File: config.mk
export PLATFORM = sky130hd
export DESIGN_NAME = ip_dec_rx
export DESIGN_NICKNAME = d
export VERILOG_FILES = /design/src/rtl/ip_dec_rx_pkg.sv /design/src/rtl/ip_dec_rx.sv
export SDC_FILE = /design/constraint.sdc
export NUM_CORES = 1
export LEC_CHECK = 0
export CORE_UTILIZATION = 54
export CTS_CLUSTER_DIAMETER = 50
export DETAILED_ROUTE_END_ITERATION = 10
export PLACE_DENSITY = 0.8
export SETUP_SLACK_MARGIN = 0.15
export SKIP_CTS_REPAIR_TIMING = 1
export SYNTH_ARGS = -nofsm -noshare
export SYNTH_HDL_FRONTEND = slang
export SYNTH_SLANG_ARGS = --single-unit
File: constraint.sdc
create_clock -name clk -period 4.5 [get_ports clk]
set_clock_uncertainty 0.15 [all_clocks]
set_input_delay 1.125 -clock clk [delete_from_list [all_inputs] [get_ports clk]]
set_output_delay 1.125 -clock clk [all_outputs]
set_load 0.02 [all_outputs]
File: src/rtl/ip_dec_rx_pkg.sv
// Shared definitions for the ciphertext receive path: block geometry,
// receiver state encoding and the tagged-byte format used on the byte link.
package dec_pkg;

    localparam int BLK_W  = 128;
    localparam int NBYTES = 16;
    localparam int TAG_W  = 2;

    typedef enum logic [1:0] {
        IDLE    = 2'd0,
        COLLECT = 2'd1,
        DISCARD = 2'd2
    } rx_state_t;

    typedef struct packed {
        logic [TAG_W-1:0] tag;
        logic [7:0]       data;
    } tag_byte_t;

endpackage

File: src/rtl/ip_dec_rx.sv
// Receive-side assembler: checks the rotating tag sequence, rebuilds MSB-first
// bursts into ciphertext blocks and double-buffers them toward the XTEA core.
module ip_dec_rx
    import dec_pkg::*;
#(
    parameter int NBYTES = 16,
    parameter int TAG_W  = 2
) (
    input  logic                  clk,
    input  logic                  reset,
    input  logic [TAG_W+7:0]      data_in,
    input  logic                  req,
    output logic [8*NBYTES-1:0]   blk_out,
    output logic                  blk_valid,
    input  logic                  blk_ready,
    output logic                  err_tag,
    output logic                  err_ovf,
    output logic                  busy
);

    localparam int W     = 8 * NBYTES;
    localparam int IDX_W = $clog2(NBYTES);
    localparam logic [IDX_W-1:0] LAST_IDX = IDX_W'(NBYTES - 1);

    rx_state_t        state_r;
    rx_state_t        state_s;
    logic [IDX_W-1:0] idx_r;
    logic [IDX_W-1:0] idx_s;
    logic [W-1:0]     asm_r;
    logic [W-1:0]     asm_s;
    logic [W-1:0]     out_s;
    logic             valid_s;
    logic             etag_s;
    logic             eovf_s;
    logic             busy_s;
    logic             done_s;
    logic             take_s;
    logic [W-1:0]     blk_new_s;
    logic [TAG_W-1:0] tag_s;
    logic [7:0]       byte_s;

    assign tag_s     = data_in[8 +: TAG_W];
    assign byte_s    = data_in[7:0];
    assign take_s    = blk_valid & blk_ready;
    assign blk_new_s = {asm_r[W-9:0], byte_s};

    // Next-state, tag check, assembly shift and output hand-off decision
    always_comb begin
        state_s = state_r;
        idx_s   = idx_r;
        asm_s   = asm_r;
        out_s   = blk_out;
        valid_s = blk_valid;
        etag_s  = 1'b0;
        eovf_s  = 1'b0;
        done_s  = 1'b0;

        case (state_r)
            IDLE: begin
                if (req) begin
                    if (tag_s == {TAG_W{1'b0}}) begin
                        asm_s   = blk_new_s;
                        idx_s   = IDX_W'(1);
                        state_s = COLLECT;
                    end else begin
                        etag_s  = 1'b1;
                        state_s = DISCARD;
                    end
                end else begin
                    state_s = IDLE;
                end
            end
            COLLECT: begin
                if (req) begin
                    if (tag_s == idx_r[TAG_W-1:0]) begin
                        if (idx_r == LAST_IDX) begin
                            done_s  = 1'b1;
                            asm_s   = {W{1'b0}};
                            idx_s   = {IDX_W{1'b0}};
                            state_s = IDLE;
                        end else begin
                            asm_s = blk_new_s;
                            idx_s = idx_r + IDX_W'(1);
                        end
                    end else begin
                        // Partial block is abandoned; the rest of the burst is skipped
                        etag_s  = 1'b1;
                        asm_s   = {W{1'b0}};
                        idx_s   = {IDX_W{1'b0}};
                        state_s = DISCARD;
                    end
                end else begin
                    state_s = COLLECT;
                end
            end
            DISCARD: begin
                if (!req) begin
                    state_s = IDLE;
                end else begin
                    state_s = DISCARD;
                end
            end
            default: begin
                state_s = IDLE;
                idx_s   = {IDX_W{1'b0}};
                asm_s   = {W{1'b0}};
            end
        endcase

        // A consumer handshake on the completion edge frees the holding slot
        if (done_s) begin
            if (!blk_valid || take_s) begin
                out_s   = blk_new_s;
                valid_s = 1'b1;
            end else begin
                eovf_s  = 1'b1;
            end
        end else if (take_s) begin
            valid_s = 1'b0;
        end else begin
            valid_s = blk_valid;
        end

        busy_s = (state_s != IDLE);
    end

    // State, assembly and output registers with synchronous reset
    always_ff @(posedge clk) begin
        if (reset) begin
            state_r   <= IDLE;
            idx_r     <= {IDX_W{1'b0}};
            asm_r     <= {W{1'b0}};
            blk_out   <= {W{1'b0}};
            blk_valid <= 1'b0;
            err_tag   <= 1'b0;
            err_ovf   <= 1'b0;
            busy      <= 1'b0;
        end else begin
            state_r   <= state_s;
            idx_r     <= idx_s;
            asm_r     <= asm_s;
            blk_out   <= out_s;
            blk_valid <= valid_s;
            err_tag   <= etag_s;
            err_ovf   <= eovf_s;
            busy      <= busy_s;
        end
    end

endmodule
Word-level counts from Yosys, hierarchy flattened
Index checks and enable logic that the tools add are counted.
- word-level logic and storage cells: 62
- memory bits (read-only): 0
- latch bits: 0
- RAM bits: 0
- output and inout port bits: 132
- input port bits: 14
- memories kept: 0
- flip-flop bits (word level): 258
- reductions and logical operators: 10
- eq/ne operators: 8
- shift operators: 0
- mux-type cells: 32
- div/mod/pow operators: 0
- add/subtract/negate cells: 1
- order comparisons: 0
- bitwise logic cells: 3
- multipliers: 0
- operators with widths (operator ; count):
    two-way mux 120 bit ; 5
    case mux 120 bit (3 select lines) ; 1
    two-way mux 4 bit ; 5
    two-way mux 1 bit ; 12
    two-way mux 2 bit ; 6
    case mux 4 bit (3 select lines) ; 1
    inequality test 2 bit, second input constant ; 3
    case mux 2 bit (3 select lines) ; 1
    adder 4 x 1 -> 4 bit, second input constant ; 1
    == test 4 bit, second input constant ; 1
    logical NOT 2 bit ; 2
    AND reduction 2 bit ; 2
    AND reduction 4 bit ; 1
    nonzero test 2 bit ; 2
    == test 2 x 1 -> 1 bit, second input constant ; 1
    == test 2 bit ; 1
    == test 2 bit, second input constant ; 1
    inequality test 2 x 1 -> 1 bit, second input constant ; 1
    inverter 1 bit ; 2
    case mux 1 bit (2 select lines) ; 1
    OR reduction 2 bit ; 1
    AND 1 bit ; 1
    logical NOT 1 bit ; 1
    logical OR 1 bit ; 1

Depth between registers and ports, before layout
Gate-level depths: netlist of run 1.
- word-level depth: 7
- depth in mapped cells: 8
- gate-level depth less buffers: 5

Worst setup path before layout of run 1
OpenSTA, ideal clock, no wires.
- path type: in2reg
- start: input data_in[8]
- end: register asm_r[100]
- path slack: 1.845 ns
- data arrival time: 2.389 ns
- library setup time: 0.117 ns
- stages: 6
- buffers on the path: 2
- path through: nor3_1 > o22a_1 > nor2_1 > clkbuf_1 > clkbuf_1 > a22o_1
- word-level cells in the longest chain between the ends: 4
- elaborated cells between the ends (all ways): 7
- those cells by class: eq/ne (2); mux (3); reduce/logical (2)
- RTL lines (item ; line ; RTL):
    start: declaration ; ip_dec_rx.sv:11 ; input logic [TAG_W+7:0] data_in,
    == test 2 bit ; ip_dec_rx.sv:75 ; if (tag_s == idx_r[TAG_W-1:0]) begin
    two-way mux 120 bit ; ip_dec_rx.sv:75 ;
    two-way mux 120 bit ; ip_dec_rx.sv:74 ; if (req) begin
    case mux 120 bit (3 select lines) ; ip_dec_rx.sv:58 ; case (state_r)
    end signal: assignment ; ip_dec_rx.sv:132 ; asm_r <= {W{1'b0}};
    end signal: assignment ; ip_dec_rx.sv:141 ; asm_r <= asm_s;
    end: declaration ; ip_dec_rx.sv:29 ; logic [W-1:0] asm_r;
Parallel ways exist; a longest one is shown, timed or not. The select of a mux whose other input is x is not followed.
A chain may end at the register's enable or synchronous reset.

Final worst setup path of run 1
- start: input data_in[9]
- end: register blk_out[115]
- word-level cells in the longest chain between the ends: 5
- RTL lines (item ; line ; RTL):
    == test 2 bit ; ip_dec_rx.sv:75 ;
    two-way mux 1 bit ; ip_dec_rx.sv:75 ;
    two-way mux 1 bit ; ip_dec_rx.sv:74 ;
    two-way mux 1 bit ; ip_dec_rx.sv:58 ;
    AND reduction 2 bit (no source line) ; - ;
    end signal: assignment ; ip_dec_rx.sv:133 ; blk_out <= {W{1'b0}};
    end signal: assignment ; ip_dec_rx.sv:142 ; blk_out <= out_s;
    end: declaration ; ip_dec_rx.sv:13 ; output logic [8*NBYTES-1:0] blk_out,
No other way between the ends.

==> key figures, run 1 <==
Place
  – GP Congestion: 0.861
  – DP Wirelength: 13200 um
  – Input/output buffers: 145
  – Total placed cells including tap cells: 1193
  – Dpl ws: 0.938 ns

Pwr
  – Net Sw Power: 0.948 mW
  – P_leak: 3.79 nW
  – Combinational power share: 0.023
  – Final Power: 4.52 mW
  – Sw frac: 0.210
  – Pwr Density: 397 mW/mm^2
  – Pint: 3.57 mW
  – Maximum VDD drop: 0.000295 V
  – Clock share of power: 0.469
  – Sequential share of power: 0.508

STA
  – Worst rel slew slack: 0.228
  – RSZ-0062 raised after global routing: no
  – Slew Viols, Final: 0
  – # setup viols final: 0
  – Setup TNS Final: 0 ns
  – Final Hold Violating Endpoints: 0
  – Tcrit/Tclk final: 0.688
  – Final min period: 3.10 ns
  – Worst Max-Slew Pin Slew: 1.16 ns
  – F_max: 323 MHz
  – Final WS setup: 1.40 ns

Synth
  – Post-Syn Area: 0.00923 sq mm
  – Synth unique cells: 35
  – Post-Syn Area per Cell: 9.92 sq um
  – Syn_nets: 945
  – Register area share after synthesis: 0.560
  – Seq cells post-synth: 258
  – Yosys warnings: 0
  – Post-Syn Instances: 930

Final layout
  – Fillers: 1332
  – Inserted Diodes: 0
  – Layout overhead on the synthesized area: 23.3%
  – Nets: 1015
  – Reg area: 0.00516 sq mm
  – Non-filler cells, final: 1239
  – Multi-input combinational cell area: 0.00351 sq mm
  – Commonest non-fill, non-tap cell in the layout: dfxtp_1
  – Commonest cells after routing, fill and taps aside: dfxtp_1, clkdlybuf4s50_1, o21ai_0, a21oi_1, nand4_1
  – Share of layout cells above drive strength 1: 0.0628

GRT
  – Antenna violations before repair: 0
  – Global Route Usage Sum: 0.259
  – First-pass GRT wire length: 38100 um
  – Number of global-route vias before repair: 7028
  – Largest net degree at the start of global routing: 129
  – GRT Residual Overflow: 0

Worst hold path
  – Hold Path Class: register to register

Clock network
  – Worst-path clk slew: 0.06 ns
  – Latest clock arrival within the worst-skew pair: 0.51 ns
  – Max Root-Sink Buffers: 3
  – Total CTS buffers: 25
  – CTS H-tree lvls: 1
  – Root Driver: clkbuf_16
  – CTS Sinks: 258
  – TritonCTS clock tree: built

Die
  – FP Rows: 47
  – Core ar.: 0.0166 sq mm
  – Io pins: 146
  – Die height: 133 um
  – Die ar.: 0.0176 sq mm
  – Initial Utilization: 0.554
  – Die Width: 133 um

Detailed routing
  – Final antenna-violating net count: 0
  – Drt first pass iters: 5
  – DR vias/cell: 6.33
  – Initial DRC count: 716
  – Via count: 7839
  – DRC viols: 0
  – WL final: 23300 um
  – WL/cell: 18.8 um

Critical path
  – Critical Path Sink Type: register
  – Critical path peak fanout: 52
  – Critical Path Start Type: primary input
  – Critical Setup Path Class: primary input to register
  – Critical path required time: 4.79 ns
  – WP data arrival: 3.38 ns

Flow run
  – MaxCap Viol Count: 0

Status
  – Run status: completed
## cell type report
| cell class | instances | share of cell area |
|---|---|---|
| clock buffer | 37 | 0.0651 |
| clock inverter | 9 | 0.00924 |
| multi-input combinational | 556 | 0.309 |
| sequential | 258 | 0.454 |
| tap | 220 | 0.0242 |
| timing repair buffer | 159 | 0.139 |
## cells by family after synthesis
family                   after synthesis  synth area share
adder cells (fa/ha/maj)                1           0.00136
buffers and inverters                116            0.0627
AO/OA/AOI/OAI                        392             0.265
AND/OR/NAND/NOR                      159             0.108
XOR/XNOR                               4           0.00380
flip-flops                           258             0.560
## cells in the mapped netlist
cell type | number | area share
o21ai_0 | 131 | 0.071
o22ai_1 | 1 | 0.00068
xnor2_1 | 2 | 0.0019
nor4_1 | 2 | 0.0014
buf_2 | 15 | 0.0081
nor4bb_1 | 1 | 0.0011
nor2b_1 | 2 | 0.0014
and2_1 | 1 | 0.00068
a311o_1 | 1 | 0.0011
o21ai_1 | 2 | 0.0011
nand2_1 | 4 | 0.0016
or4_4 | 1 | 0.0012
buf_8 | 11 | 0.018
a21oi_4 | 1 | 0.0018
nor2_1 | 1 | 0.00041
a32oi_1 | 1 | 0.00095
a31oi_1 | 2 | 0.0014
nand3_1 | 1 | 0.00054
nand2b_1 | 6 | 0.0041
xor2_1 | 2 | 0.0019
ha_1 | 1 | 0.0014
or4_1 | 1 | 0.00081
buf_1 | 8 | 0.0033
nor3_1 | 4 | 0.0022
nand3b_1 | 3 | 0.0024
a22o_1 | 120 | 0.11
and3_1 | 1 | 0.00068
o22a_1 | 1 | 0.00095
or2_2 | 1 | 0.00068
nand4_1 | 129 | 0.087
clkbuf_1 | 82 | 0.033
a21oi_1 | 131 | 0.071
and4_1 | 1 | 0.00095
a221oi_1 | 1 | 0.00095
dfxtp_1 | 258 | 0.56
## through the flow
stage | hold WS (ns) | area [sq um] | util
floorplan | 0.299 | 9230 | -
global placement | 0.309 | 10500 | 0.633
detailed placement | 0.316 | 10500 | 0.633
CTS | 0.323 | 11400 | 0.684
global route | 0.345 | 11400 | 0.684
finish | 0.319 | 11400 | 0.684
## worst max-delay path, cell delays in order
cell and delay, ns:
clkdlybuf4s50_1 0.53, xnor2_1 0.30, and4_4 0.67, buf_4 0.39, nand4_1 0.15, a21oi_1 0.18
## power groups by stage
| stage | clock, mW | combinational, mW | sequential, mW |
|---|---|---|---|
| 2_1_floorplan | 0 | 0.0739 | 2.34 |
| 3_3_place_gp | 0 | 0.104 | 2.35 |
| 3_5_place_dp | 0 | 0.103 | 2.35 |
| 4_1_cts | 2.13 | 0.104 | 2.29 |
| 5_1_grt | 2.23 | 0.112 | 2.29 |
| 6_report | 2.12 | 0.105 | 2.30 |
## sequential cells by signal, summed over array words and instances, names as in the netlist
signal,cells
err_ovf,1
err_tag,1
state_r,2
idx_r,4
blk_out,128
busy,1
asm_r,120
blk_valid,1
## routing by layer
metal  vias up  routed length [um]  track usage
met1      3832               10600        0.378
met2       298               10800        0.406
met5         -                   0            0
met4         0                 412       0.0651
met3        27                1440       0.0314
li1       3682                   -            -
## path summary, 6_finish.rpt
path	cells past startpoint	start	end	slack, ns
worst min register to register	2	blk_out[107]	blk_out[107]	0.32
worst min-delay path	2	blk_out[107]	blk_out[107]	0.32
worst max-delay path	6	data_in[9]	blk_out[115]	1.40
worst max register to register	5	idx_r[0]	blk_out[116]	1.41
No activity file was read; power rests on OpenSTA's default activity.
==> run 2: changes to the inputs <==
CORE_UTILIZATION = 53   (was 54)
PLACE_DENSITY = 0.79   (was 0.8)
clock period = 2.85 ns   (was 4.5 ns; I/O delays follow)
==> run 2 against run 1 <==
Against the previous run: register-to-register slack got worse by 0.86 ns; global-route usage shrank 0.13 points; via count decreased by 0.78%; clock power rose by 49%; count of clock-buffer cells in the layout down 5; worst setup slack got worse by 0.95 ns; sequential share of layout area decreased by 0.82 points; largest power group unchanged; non-clock buffer count rose by 13; total power up 54%.
==> key figures, run 2 (synthesized netlist as in run 1, its figures left out) <==
STA
  – Setup TNS Final: 0 ns (unchanged)
  – Slew Viols, Final: 0 (unchanged)
  – Final min period: 2.39 ns
  – Hold WS: 0.320 ns (+0.00115 ns)
  – RSZ-0062 raised after global routing: no
  – Tcrit/Tclk final: 0.840
  – Worst rel slew slack: 0.647 (+0.419)
  – Worst Max-Slew Pin Slew: 0.529 ns (-0.629 ns)
  – # setup viols final: 0 (unchanged)
  – F_max: 418 MHz
  – Final Hold Violating Endpoints: 0 (unchanged)

Worst hold path
  – HP Start: blk_out[93]
  – Hold depth: 2 (unchanged)
  – Hold Path Class: register to register
  – Worst hold endpoint: blk_out[93]

Pwr
  – Net Sw Power: 1.47 mW (+55%)
  – Maximum VDD drop: 0.000433 V (+47%)
  – Combinational power share: 0.028 (+0.005)
  – P_leak: 3.89 nW (+2.6%)
  – Clock share of power: 0.452 (-0.017)
  – Sequential share of power: 0.520 (+0.012)
  – Pwr Density: 601 mW/mm^2 (+51%)
  – Sw frac: 0.210 (+0.000782)
  – Pint: 5.50 mW (+54%)

Place
  – GP Congestion: 0.877 (+1.9%)
  – Total placed cells including tap cells: 1206 (+1.1%)
  – Input/output buffers: 145 (unchanged)
  – DP Wirelength: 13800 um (+4.0%)

Clock network
  – Root Driver: clkbuf_16
  – CTS Sinks: 258 (unchanged)
  – CTS H-tree lvls: 1 (unchanged)
  – Total CTS buffers: 25 (unchanged)
  – Max Root-Sink Buffers: 3 (unchanged)
  – TritonCTS clock tree: built
  – Worst-path clk slew: 0.06 ns (about the same)
  – Latest clock arrival within the worst-skew pair: 0.50 ns (about the same)

Critical path
  – CP bufs+invs: 1 (-1)
  – CP delay by family, top: buffers and inverters
  – Critical Path Sink Type: output pin
  – Critical path required time: 1.99 ns (-2.80 ns)
  – Critical Setup Path Class: register to output pin
  – Crit. Startpoint: blk_valid
  – Reg2reg path depth: 7 (+2)
  – R2r startpoint: idx_r[0]
  – Critical path peak fanout: 2 (-96%)
  – Critical Path Start Type: register
  – WP data arrival: 1.53 ns (-1.85 ns)
  – R2r endpoint: asm_r[36]
  – CP max stage delay: 0.63 ns (-0.04 ns)
  – Critical path's slowest cell: clkdlybuf4s50_1
  – R2r setup slk: 0.55 ns (-0.86 ns)
  – Worst-path cell chain: clkdlybuf4s50_1

Detailed routing
  – DRC viols: 0 (unchanged)
  – DR vias/cell: 6.23 (-1.5%)
  – Initial DRC count: 704 (-1.7%)
  – Final antenna-violating net count: 0 (unchanged)
  – Drt first pass iters: 5 (unchanged)
  – Via count: 7778 (-0.78%)
  – WL/cell: 18.8 um (+0.29%)
  – WL final: 23500 um (+1.0%)

Final layout
  – Commonest cells after routing, fill and taps aside: dfxtp_1, clkdlybuf4s50_1, o21ai_0, a21oi_1, nand4_1
  – Top Registers: blk_out x128, asm_r x120, idx_r x4
  – Non-filler cells, final: 1248 (+0.73%)
  – Share of layout cells above drive strength 1: 0.0739 (+0.0111)
  – Max FFs per register: 128 (unchanged)
  – Layout overhead on the synthesized area: 25.6%
  – Nets: 1028 (+1.3%)
  – Commonest non-fill, non-tap cell in the layout: dfxtp_1
  – Inserted Diodes: 0 (unchanged)
  – Reg with most FFs: blk_out
  – Fillers: 1279 (-4.0%)

Status
  – Run status: completed

Die
  – Core ar.: 0.0168 sq mm (+1.1%)
  – Die Width: 134 um (+0.93%)
  – Io pins: 146 (unchanged)
  – Initial Utilization: 0.549 (-0.00582)
  – Die height: 134 um (+0.93%)
  – FP Rows: 47 (unchanged)
  – Die ar.: 0.0179 sq mm (+1.9%)

GRT
  – First-pass GRT wire length: 37900 um (-0.44%)
  – M1 GR Usage: 0.365 (-0.0129)
  – Number of global-route vias before repair: 7223 (+2.8%)
  – Met3 Use GR: 0.0302 (-0.00118)
  – Global Route Usage Sum: 0.257 (-0.00132)
  – Largest net degree at the start of global routing: 114 (-12%)
  – GR peak layer: met2
  – Antenna violations before repair: 0 (unchanged)
  – Met2 usage: 0.410 (+0.00463)
  – GRT Residual Overflow: 0 (unchanged)

Flow run
  – MaxCap Viol Count: 0 (unchanged)
## run 2: cell count changes in the layout (fill, tap and decap cells not counted)
cell	delta
buf_12	+14
buf_4	-1
bufinv_16	-1
clkbuf_1	-3
clkbuf_8	-2
clkinv_2	+3
clkinv_4	-1
## run 2: how the worst max path moves through the flow
| stage | end | cells past startpoint | slack (ns) |
|---|---|---|---|
| 2_1_floorplan | asm_r[100] | 6 | 0.61 |
| 3_3_place_gp | asm_r[54] | 7 | 0.05 |
| 3_5_place_dp | blk_out[29] | 7 | 0.03 |
| 4_1_cts | blk_valid | 1 | 0.44 |
| 5_1_grt | blk_out[32] | 7 | 0.40 |
| 6_report | blk_valid | 1 | 0.46 |
## run 2: layout make-up
class	count	area, sq um	share of cell area
flip-flops and latches	258	5160	0.446
clock buffers	32	702	0.0606
multi-input cells	556	3510	0.303
well taps	220	275	0.0238
clock inverters	10	81.3	0.00702
repair buffers	172	1850	0.160
## run 2: metrics by stage
stage	cell area (sq um)	power, mW	util	setup slack (ns)
3_5_place_dp	10800	3.89	0.642	0.0320
2_1_floorplan	9230	3.82	-	0.607
6_report	11600	6.97	0.689	0.455
4_1_cts	11600	7.02	0.689	0.441
3_3_place_gp	10800	3.89	0.642	0.0479
5_1_grt	11600	7.17	0.689	0.403
## run 2: routing by layer
metal,share of wire,vias up
met2,0.46,296
met3,0.056,40
met4,0.020,0
met1,0.46,3752
li1,-,3690
met5,0,-
## run 2: power groups by stage
stage | combinational (mW) | clock, mW | sequential (mW)
2_1_floorplan | 0.117 | 0 | 3.70
3_5_place_dp | 0.189 | 0 | 3.70
3_3_place_gp | 0.188 | 0 | 3.70
4_1_cts | 0.190 | 3.20 | 3.62
5_1_grt | 0.204 | 3.35 | 3.62
6_report | 0.192 | 3.15 | 3.62
==> patch (flow settings as in run 2) <==
Put one more register stage on the output `err_tag`, cleared by the reset. The value now appears one clock later. The other outputs are not delayed to match.
--- a/src/rtl/ip_dec_rx.sv
+++ b/src/rtl/ip_dec_rx.sv
@@ -22,4 +22,6 @@
     localparam int IDX_W = $clog2(NBYTES);
     localparam logic [IDX_W-1:0] LAST_IDX = IDX_W'(NBYTES - 1);
+
+    logic err_tag_s0;
 
     rx_state_t        state_r;
@@ -133,5 +135,5 @@
             blk_out   <= {W{1'b0}};
             blk_valid <= 1'b0;
-            err_tag   <= 1'b0;
+            err_tag_s0 <= 1'b0;
             err_ovf   <= 1'b0;
             busy      <= 1'b0;
@@ -142,5 +144,5 @@
             blk_out   <= out_s;
             blk_valid <= valid_s;
-            err_tag   <= etag_s;
+            err_tag_s0 <= etag_s;
             err_ovf   <= eovf_s;
             busy      <= busy_s;
@@ -148,3 +150,11 @@
     end
 
+    always_ff @(posedge clk) begin
+        if (reset) begin
+            err_tag <= '0;
+        end else begin
+            err_tag <= err_tag_s0;
+        end
+    end
+
 endmodule
Function: changed (a bounded check fails within 4 cycles, from zero or initial values and one cycle with reset high).
==> patch against run 2 <==
- wire length is 0.92% higher
- utilization is 0.25 points higher
- sequential cell count is 1 higher
- critical path type is now primary input to register
- critical endpoint is now blk_out[44]
- largest power group unchanged
- design area is 0.37% higher
- clock power hardly changed
- power is 0.22% higher
- area after synthesis is 0.28% higher
- count of clock-buffer cells in the layout is 5 higher
- setup slack worse by 0.020 ns
==> patch: results (changes against run 2) <==
DP Worst Slack -> -0.03415 ns (was 0.03200 ns)
Met2 routed WL -> 11.01 mm (was 10.92 mm)
Largest net degree at the start of global routing -> 67 (was 114)
Detail Placement HPWL -> 14.43 mm (was 13.75 mm)
Sequential area share after synthesis -> 56.04% (was 55.98%)
Hold Path Stages -> 1 (was 2)
Commonest cells in the netlist -> 259 x dfxtp_1, 131 x a21oi_1, 131 x o21ai_0, 129 x nand4_1, 120 x a22o_1 (was 258 x dfxtp_1, 131 x a21oi_1, 131 x o21ai_0, 129 x nand4_1, 120 x a22o_1)
Critical R2R Capture -> asm_r[23] (was asm_r[36])
Critical path peak fanout -> 25 (was 2)
HP Class -> register to register (unchanged)
Worst VDD drop -> 0.4473 mV (was 0.4331 mV)
Initial antenna violation count -> 0 (unchanged)
WHS Endpoint -> err_tag (was blk_out[93])
GR Util met3 -> 3.590% (was 3.023%)
Synth area leaders -> dfxtp_1 56%, a22o_1 11%, nand4_1 8.7% (unchanged)
GP Congestion -> 0.8385 (was 0.8770)
Gr usage total -> 25.65% (was 25.75%)
Hold Vio Cnt, Final -> 0 (unchanged)
N_diodes -> 0 (unchanged)
Biggest regs -> blk_out: 128 flops, asm_r: 120 flops, idx_r: 4 flops (unchanged)
GR Util met1 -> 36.98% (was 36.53%)
CTS Buf Count -> 27 (was 25)
Reg2Reg Depth -> 6 (was 7)
Vias -> 7863 (was 7778)
M1 wire length -> 10.63 mm (was 10.79 mm)
Root buf cell -> clkbuf_16 (unchanged)
Critical hold path startpoint -> err_tag_s0 (was blk_out[93])
Syn Nets -> 947 (was 945)
Worst-case clock buffer depth -> 3 (unchanged)
Final WL -> 23.73 mm (was 23.51 mm)
Static Leak -> 3.904 nW (was 3.888 nW)
Share of layout cells above drive strength 1 -> 7.618% (was 7.393%)
Worst slew pin tran -> 0.5819 ns (was 0.5294 ns)
R2R Setup Slk -> 0.44 ns (was 0.55 ns)
Mean post-synth cell area -> 9.928 µm² (was 9.921 µm²)
First-pass GRT wire length -> 37.69 mm (was 37.89 mm)
Critical path data arrival time -> 2.63 ns (was 1.53 ns)
Placed inst area -> 10840 µm² (was 10810 µm²)
Detail Route met3 WL -> 1.566 mm (was 1.319 mm)
Skew-Pair Late Insertion Delay -> 0.51 ns
Non-Filler Instances -> 1257 (was 1248)
Worst-path clk slew -> 0.06 ns (about the same)
DR iter-0 viols -> 671 (was 704)
Vias in the first global route -> 7118 (was 7223)
Hold WS -> 0.2910 ns (was 0.3202 ns)
First-pass detailed-route iteration total -> 6 (was 5)
Ys Warns -> 0 (unchanged)
Number of fill cells -> 1306 (was 1279)
Top sig layer -> met4 (unchanged)
IO Port Bufs -> 145 (unchanged)
Nets -> 1038 (was 1028)
Dpl cells -> 1214 (was 1206)
Met2 Resource Use GR -> 39.95% (was 41.02%)
Status -> finished clean (unchanged)
==> patch: cell count changes after synthesis <==
cell	before	now
nor2b_1	2	3
dfxtp_1	258	259
buf_1	8	11
clkbuf_1	82	79
==> patch: power by group <==
group          switching, W  internal, W  leakage [nW]  total (W)
Combinational      0.000125    0.0000581          1.43   0.000184
Sequential       0.00000998      0.00363          2.09    0.00364
Clock               0.00133      0.00183         0.385    0.00316
==> patch: cells by family (layout without fill, tap and decap cells) <==
logic type	Yosys count	count (layout)	synth area share [%]
buffers and inverters	116	221	6.247
xor gates and xnor gates	4	4	0.3787
and+or+nand+nor	160	160	10.79
adders and majority gates	1	1	0.1352
AOI/OAI and AO/OA	392	392	26.41
DFF	259	259	56.04
==> patch: area by class of cell <==
cell class	instances	area [µm²]	area share (%)
multi-input cells	557	3520	30.26
clock buffers	37	753.2	6.476
repair buffers	178	1859	15.99
well taps	220	275.3	2.367
clock inverters	6	38.79	0.3335
flip-flops and latches	259	5185	44.58
==> patch: how the worst max path moves through the flow <==
stage          startpoint  slack, ns  cells past startpoint           to
6_report       data_in[8]       0.44                      9  blk_out[44]
5_1_grt        data_in[8]       0.34                      9  blk_out[44]
4_1_cts         blk_valid       0.46                      1    blk_valid
3_5_place_dp   data_in[9]      -0.03                      6     asm_r[7]
3_3_place_gp   data_in[9]       0.01                      6    asm_r[35]
2_1_floorplan  data_in[8]       0.61                      6   asm_r[100]
==> patch: worst max-delay path, cell delays in order <==
cell and delay [ns]:
clkdlybuf4s50_1 0.44, buf_4 0.17, xnor2_1 0.20, nand4_1 0.22
buf_4 0.23, buf_12 0.16, buf_12 0.16, o21ai_0 0.21
a21oi_1 0.11
